--- config.mk ---
export PLATFORM = sky130hd
export DESIGN_NAME = audio_mixer
export DESIGN_NICKNAME = d
export VERILOG_FILES = /design/src/rtl/audio_mixer_pkg.sv /design/src/rtl/audio_mixer_sat.sv /design/src/rtl/audio_mixer.sv
export SDC_FILE = /design/constraint.sdc
export NUM_CORES = 1
export LEC_CHECK = 0
export CORE_AREA = 5 5 183 185
export DETAILED_ROUTE_END_ITERATION = 8
export DIE_AREA = 0 0 188 190
export PLACE_DENSITY = 0.75
export SLEW_MARGIN = 20
export SYNTH_ARGS = -nofsm -noshare
export SYNTH_HDL_FRONTEND = slang
export SYNTH_SLANG_ARGS = --single-unit
--- constraint.sdc ---
create_clock -name clk_logic -period 8.91 [get_ports clk_logic]
set_input_delay 1.782 -clock clk_logic [delete_from_list [all_inputs] [get_ports clk_logic]]
set_output_delay 1.782 -clock clk_logic [all_outputs]
set_load 0.01 [all_outputs]
--- src/rtl/audio_mixer_pkg.sv ---
// audio_mixer_pkg: shared FSM state type and sizing helpers for the audio mixer.
// Contents: state_t (IDLE/MAC/SAT), unity_gain() gain code for 1.0,
// acc_width() accumulator width that cannot overflow over all channels.
package audio_mixer_pkg;
   typedef enum logic [1:0] {IDLE, MAC, SAT} state_t;
   function automatic int unity_gain(input int gain_width);
      return 1 << (gain_width - 1);
   endfunction
   function automatic int acc_width(input int in_width, input int gain_width, input int num_channels);
      return in_width + gain_width + $clog2(num_channels) + 1;
   endfunction
endpackage

--- src/rtl/audio_mixer_sat.sv ---
// audio_mixer_sat: drops the gain fraction bits from an accumulator and clamps to the output range.
// Ports: acc (accumulated sum of sample*gain), sat (shifted, clamped result).
module audio_mixer_sat #(
   parameter int ACC_W      = 27,
   parameter int GAIN_WIDTH = 8,
   parameter int OUT_WIDTH  = 16
) (
   input  logic [ACC_W-1:0]     acc,
   output logic [OUT_WIDTH-1:0] sat
);
   localparam int EW = ACC_W + OUT_WIDTH;
   // Zero-extended so the slices below stay legal whatever ACC_W is relative to OUT_WIDTH.
   logic [EW-1:0] sh;
   assign sh  = {{OUT_WIDTH{1'b0}}, acc} >> (GAIN_WIDTH - 1);
   assign sat = |sh[EW-1:OUT_WIDTH] ? '1 : sh[OUT_WIDTH-1:0];
endmodule

--- src/rtl/audio_mixer.sv ---
// audio_mixer: stereo mixer, one shared multiplier, 2*NUM_CHANNELS MAC cycles per sample.
// Ports: clk_logic clock; device_reset_n async active-low reset;
//   sample_strobe_i mix request; samples_i/gain_l_i/gain_r_i packed per channel;
//   overrun_clr_i clears overrun_o; audio_l_o/audio_r_o last mixed sample;
//   sample_valid_o one-cycle pulse on new output; busy_o not idle; overrun_o sticky drop flag.
// Optional AUDIO_MIXER_PEAK_EN: adds peak_clr_i, peak_l_o, peak_r_o (max output since clear).
module audio_mixer
   import audio_mixer_pkg::*;
#(
   parameter int NUM_CHANNELS = 4,
   parameter int IN_WIDTH     = 16,
   parameter int GAIN_WIDTH   = 8,
   parameter int OUT_WIDTH    = 16
) (
   input  logic                             clk_logic,
   input  logic                             device_reset_n,
   input  logic                             sample_strobe_i,
   input  logic [NUM_CHANNELS*IN_WIDTH-1:0] samples_i,
   input  logic [NUM_CHANNELS*GAIN_WIDTH-1:0] gain_l_i,
   input  logic [NUM_CHANNELS*GAIN_WIDTH-1:0] gain_r_i,
   input  logic                             overrun_clr_i,
   output logic [OUT_WIDTH-1:0]             audio_l_o,
   output logic [OUT_WIDTH-1:0]             audio_r_o,
   output logic                             sample_valid_o,
   output logic                             busy_o,
   output logic                             overrun_o
`ifdef AUDIO_MIXER_PEAK_EN
   ,
   input  logic                             peak_clr_i,
   output logic [OUT_WIDTH-1:0]             peak_l_o,
   output logic [OUT_WIDTH-1:0]             peak_r_o
`endif
);
   localparam int ACC_W = acc_width(IN_WIDTH, GAIN_WIDTH, NUM_CHANNELS);
   localparam int IDX_W = $clog2(2 * NUM_CHANNELS);
   localparam logic [IDX_W-1:0] LAST = IDX_W'(2 * NUM_CHANNELS - 1);
   state_t state, state_nx;
   logic [IDX_W-1:0] idx, ch;
   logic [NUM_CHANNELS*IN_WIDTH-1:0] snap_s;
   logic [NUM_CHANNELS*GAIN_WIDTH-1:0] snap_gl, snap_gr;
   logic [ACC_W-1:0] acc_l, acc_r;
   logic [IN_WIDTH-1:0] smp;
   logic [GAIN_WIDTH-1:0] gain;
   logic [IN_WIDTH+GAIN_WIDTH-1:0] prod;
   logic [OUT_WIDTH-1:0] sat_l, sat_r;
   logic accept, drop;
   // Product index: bit 0 selects side (0 = left, 1 = right), upper bits select channel.
   assign ch     = idx >> 1;
   assign smp    = snap_s[ch*IN_WIDTH +: IN_WIDTH];
   assign gain   = idx[0] ? snap_gr[ch*GAIN_WIDTH +: GAIN_WIDTH] : snap_gl[ch*GAIN_WIDTH +: GAIN_WIDTH];
   assign prod   = smp * gain;
   assign accept = sample_strobe_i && state == IDLE;
   assign drop   = sample_strobe_i && state != IDLE;
   assign busy_o = state != IDLE;
   always_comb begin
      state_nx = IDLE;
      state_nx = (state == IDLE) ? (sample_strobe_i ? MAC : IDLE) :
                 (state == MAC)  ? (idx == LAST ? SAT : MAC) : IDLE;
   end
   always_ff @(posedge clk_logic or negedge device_reset_n) begin
      if (!device_reset_n) state <= IDLE;
      else state <= state_nx;
   end
   always_ff @(posedge clk_logic or negedge device_reset_n) begin
      if (!device_reset_n) begin
         idx            <= '0;
         acc_l          <= '0;
         acc_r          <= '0;
         snap_s         <= '0;
         snap_gl        <= '0;
         snap_gr        <= '0;
         audio_l_o      <= '0;
         audio_r_o      <= '0;
         sample_valid_o <= 1'b0;
         overrun_o      <= 1'b0;
      end else begin
         sample_valid_o <= state == SAT;
         // A dropped strobe outranks a simultaneous clear.
         overrun_o      <= drop | (overrun_o & ~overrun_clr_i);
         if (accept) begin
            snap_s  <= samples_i;
            snap_gl <= gain_l_i;
            snap_gr <= gain_r_i;
            acc_l   <= '0;
            acc_r   <= '0;
            idx     <= '0;
         end
         if (state == MAC) begin
            acc_l <= idx[0] ? acc_l : acc_l + ACC_W'(prod);
            acc_r <= idx[0] ? acc_r + ACC_W'(prod) : acc_r;
            idx   <= idx + 1'b1;
         end
         if (state == SAT) begin
            audio_l_o <= sat_l;
            audio_r_o <= sat_r;
         end
      end
   end
   audio_mixer_sat #(.ACC_W(ACC_W), .GAIN_WIDTH(GAIN_WIDTH), .OUT_WIDTH(OUT_WIDTH)) u_sat_l (
      .acc (acc_l),
      .sat (sat_l)
   );
   audio_mixer_sat #(.ACC_W(ACC_W), .GAIN_WIDTH(GAIN_WIDTH), .OUT_WIDTH(OUT_WIDTH)) u_sat_r (
      .acc (acc_r),
      .sat (sat_r)
   );
`ifdef AUDIO_MIXER_PEAK_EN
   // A clear landing on the SAT cycle restarts tracking from the new sample.
   always_ff @(posedge clk_logic or negedge device_reset_n) begin
      if (!device_reset_n) begin
         peak_l_o <= '0;
         peak_r_o <= '0;
      end else if (state == SAT) begin
         peak_l_o <= (peak_clr_i || sat_l > peak_l_o) ? sat_l : peak_l_o;
         peak_r_o <= (peak_clr_i || sat_r > peak_r_o) ? sat_r : peak_r_o;
      end else if (peak_clr_i) begin
         peak_l_o <= '0;
         peak_r_o <= '0;
      end
   end
`endif
endmodule

* Word-level counts from Yosys, hierarchy flattened
Cells that the tools add are included.
** Operators by class
- Divide/modulo/power cells :: 0
- Reduce and logical (&&, ||, !) cells :: 9
- Muxes and demuxes :: 14
- Shift-type cells :: 3
- Bitwise operators :: 3
- Add/subtract/negate cells :: 3
- Equality and inequality tests :: 5
- Order comparisons :: 0
- Multiply operators :: 1
** Operator list (count)
- 2-to-1 mux 27 bit :: 5
- variable part select 32 x 6 -> 8 bit :: 2
- variable part select 64 x 7 -> 16 bit :: 1
- adder 27 x 24 -> 27 bit :: 2
- 2-to-1 mux 16 bit :: 2
- multiplier 16 x 8 -> 24 bit :: 1
- 2-to-1 mux 8 bit :: 1
- OR reduction 4 bit :: 2
- 2-to-1 mux 2 bit :: 3
- 2-to-1 mux 3 bit :: 2
- inequality test 2 bit, second input constant :: 2
- AND reduction 2 bit :: 2
- nonzero test 2 bit :: 2
- adder 3 x 1 -> 3 bit, second input constant :: 1
- equality test 3 bit, second input constant :: 1
- equality test 2 x 1 -> 1 bit, second input constant :: 1
- equality test 2 bit, second input constant :: 1
- logical AND 1 bit :: 2
- zero test 2 bit :: 1
- AND 1 bit :: 1
- 2-to-1 mux 1 bit :: 1
- inverter 1 bit :: 1
- bitwise OR 1 bit :: 1
** Word-level totals
- Memories :: 0
- Bits in writable memories :: 0
- Output and inout bits :: 35
- Bits in latches :: 0
- Bits of input ports :: 132
- Memory bits (read-only) :: 0
- Flip-flop bits (word level) :: 221
- Logic and storage cells :: 49

* Depth between registers and ports, before layout
Gate-level depths: netlist of run 1.
- Depth in word-level cells :: 6
- Depth in mapped cells :: 31
- Mapped depth without buffers :: 28

* By module
A second synthesis of run 1 with hierarchy kept.
** Unflattened totals
- Cells, all modules :: 1780
- Area total of the unflattened synthesis :: 15927.8 um^2
** By module, submodules not included
- audio_mixer :: area each 15660.0 um^2, times used 1, cells an instance 1744
- audio_mixer_sat :: area each 133.9 um^2, times used 2, cells an instance 18

* Least setup slack after synthesis of run 1
OpenSTA, ideal clock, no wires.
- Kind :: register -> register
- From :: register idx[0]
- To :: register acc_r[26]
- Stages on the path, launching flop included :: 29
- Setup time :: 0.132 ns
- Slack :: 2.029 ns
- Arrival :: 6.750 ns
- Clock period less this slack :: 6.881 ns
- Path through :: dfrtp_1 buf_2 mux4_2 mux2i_1 buf_2 nor2_1 fa_1 fa_1 fa_1 inv_1 fa_1 inv_1 ha_1 inv_1 nor3_1 a32oi_1 a21oi_1 a41o_1 a21oi_1 xnor2_1 ha_1 clkbuf_1 a21o_1 a21o_1 a21oi_1 o21ai_0 o2111ai_1 xor2_1 nor2_1
** Between the ends
- Longest elaborated chain between the ends :: 5
- Elaborated cells between the ends (all ways) :: 7
- Those cells by class :: 1 x add/sub; 1 x mul; 1 x eq/ne; 3 x mux; 1 x reduce/logical
** RTL lines
- from (decl) :: line audio_mixer.sv:38 : logic [IDX_W-1:0] idx, ch;
- from (signal assigned) :: line audio_mixer.sv:91 : idx <= idx + 1'b1;
- 2-to-1 mux 8 bit :: line audio_mixer.sv:50 : assign gain = idx[0] ? snap_gr[ch*GAIN_WIDTH +: GAIN_WIDTH] : snap_gl[ch*GAIN_WIDTH +: GAIN_WIDTH];
- multiplier 16 x 8 -> 24 bit :: line audio_mixer.sv:51 : assign prod = smp * gain;
- adder 27 x 24 -> 27 bit :: line audio_mixer.sv:90 : acc_r <= idx[0] ? acc_r + ACC_W'(prod) : acc_r;
- 2-to-1 mux 27 bit :: line audio_mixer.sv:90
- 2-to-1 mux 27 bit :: line audio_mixer.sv:88 : if (state == MAC) begin
- to (signal assigned) :: line audio_mixer.sv:90
- to (decl) :: line audio_mixer.sv:41 : logic [ACC_W-1:0] acc_l, acc_r;
Parallel ways exist; a longest one is shown, timed or not. The select of a mux whose other input is x is not followed.
A chain may end at the register's enable or synchronous reset.

* Worst setup path after layout of run 1
- From :: register idx[1]
- To :: register acc_r[24]
** Between the ends
- Longest elaborated chain between the ends :: 6
- Elaborated cells between the ends (all ways) :: 8
- Those cells by class :: 1 x add/sub; 1 x mul; 3 x shift; 3 x mux
** RTL lines (line)
- variable part select 32 x 6 -> 8 bit :: audio_mixer.sv:50
- 2-to-1 mux 8 bit :: audio_mixer.sv:50
- multiplier 16 x 8 -> 24 bit * :: audio_mixer.sv:51
- adder 27 x 24 -> 27 bit * :: audio_mixer.sv:90
- 2-to-1 mux 27 bit * :: audio_mixer.sv:90
- 2-to-1 mux 27 bit * :: audio_mixer.sv:88
Every way passes the cells marked *; elsewhere a longest branch is shown, timed or not. The select of a mux whose other input is x is not followed.

==> results.sh, run 1 <==
export IMPL_status="finished, final reports clean"
export IMPL_synth_adder_area_share=0.1874
export IMPL_cts_buffer_depth=3
export IMPL_drive_above_1_share=0.06440
export IMPL_layout_setup_ws_ps=965.4
export IMPL_crit_type="flop to flop"
export IMPL_muxShareOfSynthArea=0.05022
export IMPL_synth_nets=2068
export IMPL_setup_viol=0
export IMPL_synth_top_area_share=0.3546
export IMPL_synth_xor_area_frac=0.03032
export IMPL_cts_tree="built"
export IMPL_dieArea_um2=35720
export IMPL_syn_to_final_growth_pct=18.42
export IMPL_grt_ovfl_total=0
export IMPL_rsz0062_at_grt="no"
export IMPL_seq_area_frac_synth=0.3546
export IMPL_die_x_um=188
export IMPL_yosys_area_top_type="dfrtp_1"
export IMPL_core_um2=31880
export IMPL_synth_cells=1754
export IMPL_vias=12850
export IMPL_synth_edf_count=0
export IMPL_fin_crit_ps=7945
export IMPL_io_pins=167
export IMPL_synthSimpleGateAreaFrac=0.2024
export IMPL_cts_resized=0
export IMPL_ys_async_sr_fraction=1.000
export IMPL_syn_avg_cell_area_um2=8.892
export IMPL_antenna_left=0
export IMPL_clk_pin_slew_worst_paths_ps=60
export IMPL_yosys_top_cells_count="489 x nand2_1, 221 x dfrtp_1, 148 x nor2_1"
export IMPL_clock_latency_ps=550
export IMPL_grt_pass1_wl_um=67090
export IMPL_first_pass_iters=7
export IMPL_worst_path_max_fanout=32
export IMPL_nNetsFinal=2206
export IMPL_drc=0
export IMPL_initial_core_util=0.4893
export IMPL_synth_top_flop_cell="dfrtp_1"
export IMPL_cts_buffers=25
export IMPL_max_stage_delay_ps=900
export IMPL_cts_hold_buf=0
export IMPL_grt_pass1_vias=13190
export IMPL_n_antenna_cell=0
export IMPL_synth_seq_cells=221
export IMPL_dp_hpwl_um=30000
export IMPL_gp_congestion=0.9014
export IMPL_post_route_period_util=0.8916
export IMPL_worstHoldPathType="flop to flop"
export IMPL_skew_ps=43.25
export IMPL_wl_per_cell_um=17.48
export IMPL_slew_violations=0
export IMPL_grtUsageTotal=0.2252
export IMPL_cts_setup_buffers=0
export IMPL_avgViaCountPerCell=5.543
export IMPL_synth_cell_type_count=68
export IMPL_worstPathRequired_ps=9320
export IMPL_cp_common_cell="fa_1"
export IMPL_antenna_found_initial=0
export IMPL_finalHoldViolations=0
export IMPL_fmax_ghz=0.1259
export IMPL_clock_sinks=221
export IMPL_crit_path_start_kind="flop"
export IMPL_synth_area_um2=15600
export IMPL_drt_wl_total_um=40510
export IMPL_slowest_stage="dfrtp_2"
export IMPL_cp_end_kind="flop"
export IMPL_die_y_um=190
export IMPL_tightestPinTransition_ps=907.7
export IMPL_yosysMostFrequentCell="nand2_1"
export IMPL_h_tree_depth=1
export IMPL_yosys_warnings=0
export IMPL_critical_path_arrival_ps=8360
export IMPL_ys_top_cells_by_area="dfrtp_1 35%, nand2_1 12%, fa_1 11%, ha_1 7.7%, nor2_1 3.6%"
export IMPL_portBuffers=166
export IMPL_dp_slack_ps=789.1
export IMPL_tns_ps=0
export IMPL_relSlewSlack=0.3934
export IMPL_fill_cells=2753
export IMPL_cts_root_buf="clkbuf_16"
export IMPL_cap_violations=0
export IMPL_rows=66
export IMPL_drtIter0Drc=862
export IMPL_synth_compound_area_share=0.1272
export IMPL_grt_max_degree=139
export IMPL_synth_top_family_by_area="simple AND/OR/NAND/NOR gates"
## critical path: cells and delay by family, from the launching register on
family	cells	cell delay [ps]
and+or+nand+nor	3	490
xor gates and xnor gates	2	460
DFF	1	900
muxes	1	420
adders and majority gates	6	2740
AOI/OAI and AO/OA	10	2610
buffers and inverters	3	170
## placed cells by master, fill, tap and decap left out, types with 14 or more instances in the layout
cell type,netlist,final
clkdlybuf4s50_1,0,165
mux2_2,14,14
dfrtp_1,221,219
mux2i_1,22,22
xor2_1,25,25
nand2_1,489,488
fa_1,86,86
a21o_1,29,29
o21ai_0,53,53
xnor2_1,29,29
nand3_1,22,22
nand2b_1,21,21
a21oi_1,61,61
nor2_1,148,147
ha_1,96,96
buf_4,0,19
o21ai_1,29,29
inv_1,110,110
o22a_1,33,33
clkbuf_16,0,25
mux4_2,18,18
## flip-flops by register name (all words and copies together) (netlist names)
signal          count
snap_s             64
snap_gl            32
snap_gr            32
acc_l              27
acc_r              27
audio_l_o          16
audio_r_o          16
idx                 3
state               2
overrun_o           1
sample_valid_o      1
## cell families (layout without fill, tap and decap cells)
| group | after synthesis | count (layout) |
|---|---|---|
| AOI/OAI and AO/OA | 294 | 294 |
| muxes | 54 | 54 |
| DFF | 221 | 221 |
| xor gates and xnor gates | 54 | 54 |
| buffers and inverters | 187 | 343 |
| adders and majority gates | 182 | 182 |
| and+or+nand+nor | 762 | 762 |
## cell type report
class / instances / area [µm²] / share of cell area
multi-input cells: 1346 / 9334 / 0.5054
repair buffers: 188 / 1859 / 0.1007
inverters: 110 / 412.9 / 0.02236
clock buffers: 37 / 710.7 / 0.03848
clock inverters: 8 / 108.9 / 0.005894
well taps: 408 / 510.5 / 0.02764
flip-flops and latches: 221 / 5533 / 0.2996
## metal layers
| metal | vias to the layer above | GRT usage | share of wire |
|---|---|---|---|
| met4 | 0 | 0.04941 | 0.020 |
| met1 | 6249 | 0.3269 | 0.45 |
| met2 | 431 | 0.3613 | 0.46 |
| met5 | - | 0 | 0 |
| met3 | 59 | 0.03450 | 0.061 |
| li1 | 6109 | - | - |
## worst paths after layout
path	start	endpoint	slack, ps	cells past startpoint
hold / removal	snap_s[46]	snap_s[46]	470	2
setup reg to reg	idx[1]	acc_r[24]	970	25
hold reg to reg	snap_s[46]	snap_s[46]	470	2
setup / recovery	idx[1]	acc_r[24]	970	25
max in group asynchronous	device_reset_n	snap_s[20]	6650	2
min in group asynchronous	device_reset_n	snap_gl[27]	1130	1
## per-stage QoR
step	instance area (µm²)	hold slack, ps	cells	utilization
finish	18470	470.5	2318	0.5794
global route	18470	496.6	2318	0.5794
CTS	18430	474.5	2317	0.5782
detailed placement	17610	459.5	2272	0.5525
global placement	17610	452.6	2272	0.5525
floorplan	15600	440.1	1754	-
Power of run 1 is not shown: default switching activity piles up to over one toggle a cycle in this logic, so the estimate is an artifact.
==> run 2: changes to the inputs <==
--- a/config.mk
+++ b/config.mk
@@ -6,9 +6,11 @@
 export NUM_CORES = 1
 export LEC_CHECK = 0
 export CORE_AREA = 5 5 183 185
+export CTS_BUF_LIST = sky130_fd_sc_hd__clkbuf_8 sky130_fd_sc_hd__clkbuf_16
 export DETAILED_ROUTE_END_ITERATION = 8
 export DIE_AREA = 0 0 188 190
 export PLACE_DENSITY = 0.75
+export SKIP_LAST_GASP = 1
 export SLEW_MARGIN = 20
 export SYNTH_ARGS = -nofsm -noshare
 export SYNTH_HDL_FRONTEND = slang
==> run 2 against run 1 <==
Against the previous run:
- critical path depth did not move
- cell count did not move
- via count rose by 0.19%
- core utilization did not move
- highest routed layer unchanged
- die area did not move
- sequential cell count did not move
- worst setup slack improved by 8.5 ps
- register-to-register slack barely moved
==> results.sh, run 2 (synthesis gave the netlist of run 1 again) <==
export IMPL_clock_latency_ps=550
export IMPL_wl_per_cell_um=17.48
export IMPL_grt_ovfl_total=0
export IMPL_worstPathRequired_ps=9320
export IMPL_cts_root_buf="clkbuf_16"
export IMPL_fill_cells=2753
export IMPL_cp_common_cell="fa_1"
export IMPL_gp_congestion=0.9014
export IMPL_grtUsageTotal=0.2252
export IMPL_setup_viol=0
export IMPL_r2r_start="idx[1]"
export IMPL_rows=66
export IMPL_avgViaCountPerCell=5.553
export IMPL_n_antenna_cell=0
export IMPL_nNetsFinal=2206
export IMPL_cts_hold_buf=0
export IMPL_status="finished, final reports clean"
export IMPL_finalHoldViolations=0
export IMPL_worst_path_max_fanout=32
export IMPL_largest_register="snap_s"
export IMPL_syn_to_final_growth_pct=18.42
export IMPL_cap_violations=0
export IMPL_met1_length_um=18370
export IMPL_drive_above_1_share=0.06440
export IMPL_io_pins=167
export IMPL_cp_end_kind="flop"
export IMPL_max_stage_delay_ps=890
export IMPL_fmax_ghz=0.1260
export IMPL_final_cells=2318
export IMPL_cts_tree="built"
export IMPL_initial_core_util=0.4893
export IMPL_dr_wl_met2_um=18930
export IMPL_top_layer="met4"
export IMPL_fin_crit_ps=7936
export IMPL_crit_path_start_kind="flop"
export IMPL_worstHoldStart="snap_s[46]"
export IMPL_final_cell_mix="488 x nand2_1, 219 x dfrtp_1, 165 x clkdlybuf4s50_1, 147 x nor2_1, 118 x inv_1"
export IMPL_cts_buffer_depth=3
export IMPL_placed_cells=2272
export IMPL_placed_cell_area_um2=17610
export IMPL_die_y_um=190
export IMPL_die_x_um=188
export IMPL_tightestPinTransition_ps=912.8
export IMPL_clk_pin_slew_worst_paths_ps=60
export IMPL_drt_wl_total_um=40530
export IMPL_clock_sinks=221
export IMPL_antenna_left=0
export IMPL_portBuffers=166
export IMPL_cts_setup_buffers=0
export IMPL_antenna_found_initial=0
export IMPL_drc=0
export IMPL_slowest_stage="dfrtp_2"
export IMPL_hold_end="snap_s[46]"
export IMPL_grt_pass1_wl_um=67110
export IMPL_hold_depth=2
export IMPL_h_tree_depth=1
export IMPL_rr_endpoint="acc_l[24]"
export IMPL_design_area_um2=18470
export IMPL_rsz0062_at_grt="no"
export IMPL_cts_resized=0
export IMPL_dp_hpwl_um=30000
export IMPL_crit_type="flop to flop"
export IMPL_vias=12870
export IMPL_relSlewSlack=0.3915
export IMPL_dr_wl_met3_um=2428
export IMPL_grt_max_degree=139
export IMPL_skew_ps=42.76
export IMPL_tns_ps=0
export IMPL_final_common_cell="nand2_1"
export IMPL_worstHoldPathType="flop to flop"
export IMPL_core_um2=31880
export IMPL_drtIter0Drc=868
export IMPL_slew_violations=0
export IMPL_critical_path_arrival_ps=8350
export IMPL_top_regs="snap_s x64, snap_gl x32, snap_gr x32"
export IMPL_rrSetupSlack_ps=970
export IMPL_largest_reg_flops=64
export IMPL_dieArea_um2=35720
export IMPL_first_pass_iters=5
export IMPL_post_route_period_util=0.8907
export IMPL_cts_buffers=25
export IMPL_grt_pass1_vias=13190
export IMPL_reg2reg_depth=25
run 2: changes by cell type in the layout (fill, tap and decap cells not counted):
cell | previous run | this run
inv_1 | 110 | 118
clkbuf_1 | 8 | 0
run 2: cell type report:
class	count	area [µm²]	share of cell area
Clock buffer	29	680.7	0.03685
Clock inverter	16	138.9	0.007520
Inverter	110	412.9	0.02236
Multi-Input combinational cell	1346	9334	0.5054
Sequential cell	221	5533	0.2996
Tap cell	408	510.5	0.02764
Timing Repair Buffer	188	1859	0.1007
run 2: worst max path at each step:
stage	startpoint	endpoint	slack [ps]	cells after the start
final	idx[1]	acc_l[24]	970	25
after global routing	idx[1]	acc_r[26]	530	27
after CTS	idx[0]	acc_r[26]	810	26
after detailed placement	idx[0]	acc_r[26]	790	26
after global placement	idx[0]	acc_r[26]	1030	27
after floorplan	idx[0]	acc_r[26]	2030	28
run 2: layer usage:
| metal | vias up | global-route usage |
|---|---|---|
| met1 | 6255 | 0.3270 |
| met5 | - | 0 |
| li1 | 6113 | - |
| met3 | 59 | 0.03450 |
| met4 | 0 | 0.04941 |
| met2 | 446 | 0.3613 |
run 2: worst max-delay path, delay by kind of cell, from the launching register on:
kind                       cells  cell delay (ps)
AOI/OAI and AO/OA             10             2580
xor gates and xnor gates       2              490
adders and majority gates      6             2740
buffers and inverters          3              170
DFF                            1              890
muxes                          1              420
and+or+nand+nor                3              490
run 2: per-stage QoR:
| step | hold slack, ps | worst slack [ps] | utilization |
|---|---|---|---|
| global placement | 452.6 | 1032 | 0.5525 |
| global route | 496.7 | 532.0 | 0.5794 |
| finish | 468.3 | 973.9 | 0.5794 |
| detailed placement | 459.5 | 789.1 | 0.5525 |
| floorplan | 440.1 | 2029 | - |
| CTS | 474.5 | 811.7 | 0.5782 |
Power of run 2 is left out for the same reason.
==> run 3: changes to the inputs <==
==> constraint.sdc (replaced) <==
create_clock -name clk_logic -period 8.91 [get_ports clk_logic]
set_input_delay 2.673 -clock clk_logic [delete_from_list [all_inputs] [get_ports clk_logic]]
set_output_delay 2.673 -clock clk_logic [all_outputs]
set_load 0.01 [all_outputs]
==> results of run 3 <==
The final DEF is identical to that of run 2. Status: finished, final reports clean.
Power of run 3 is left out for the same reason.
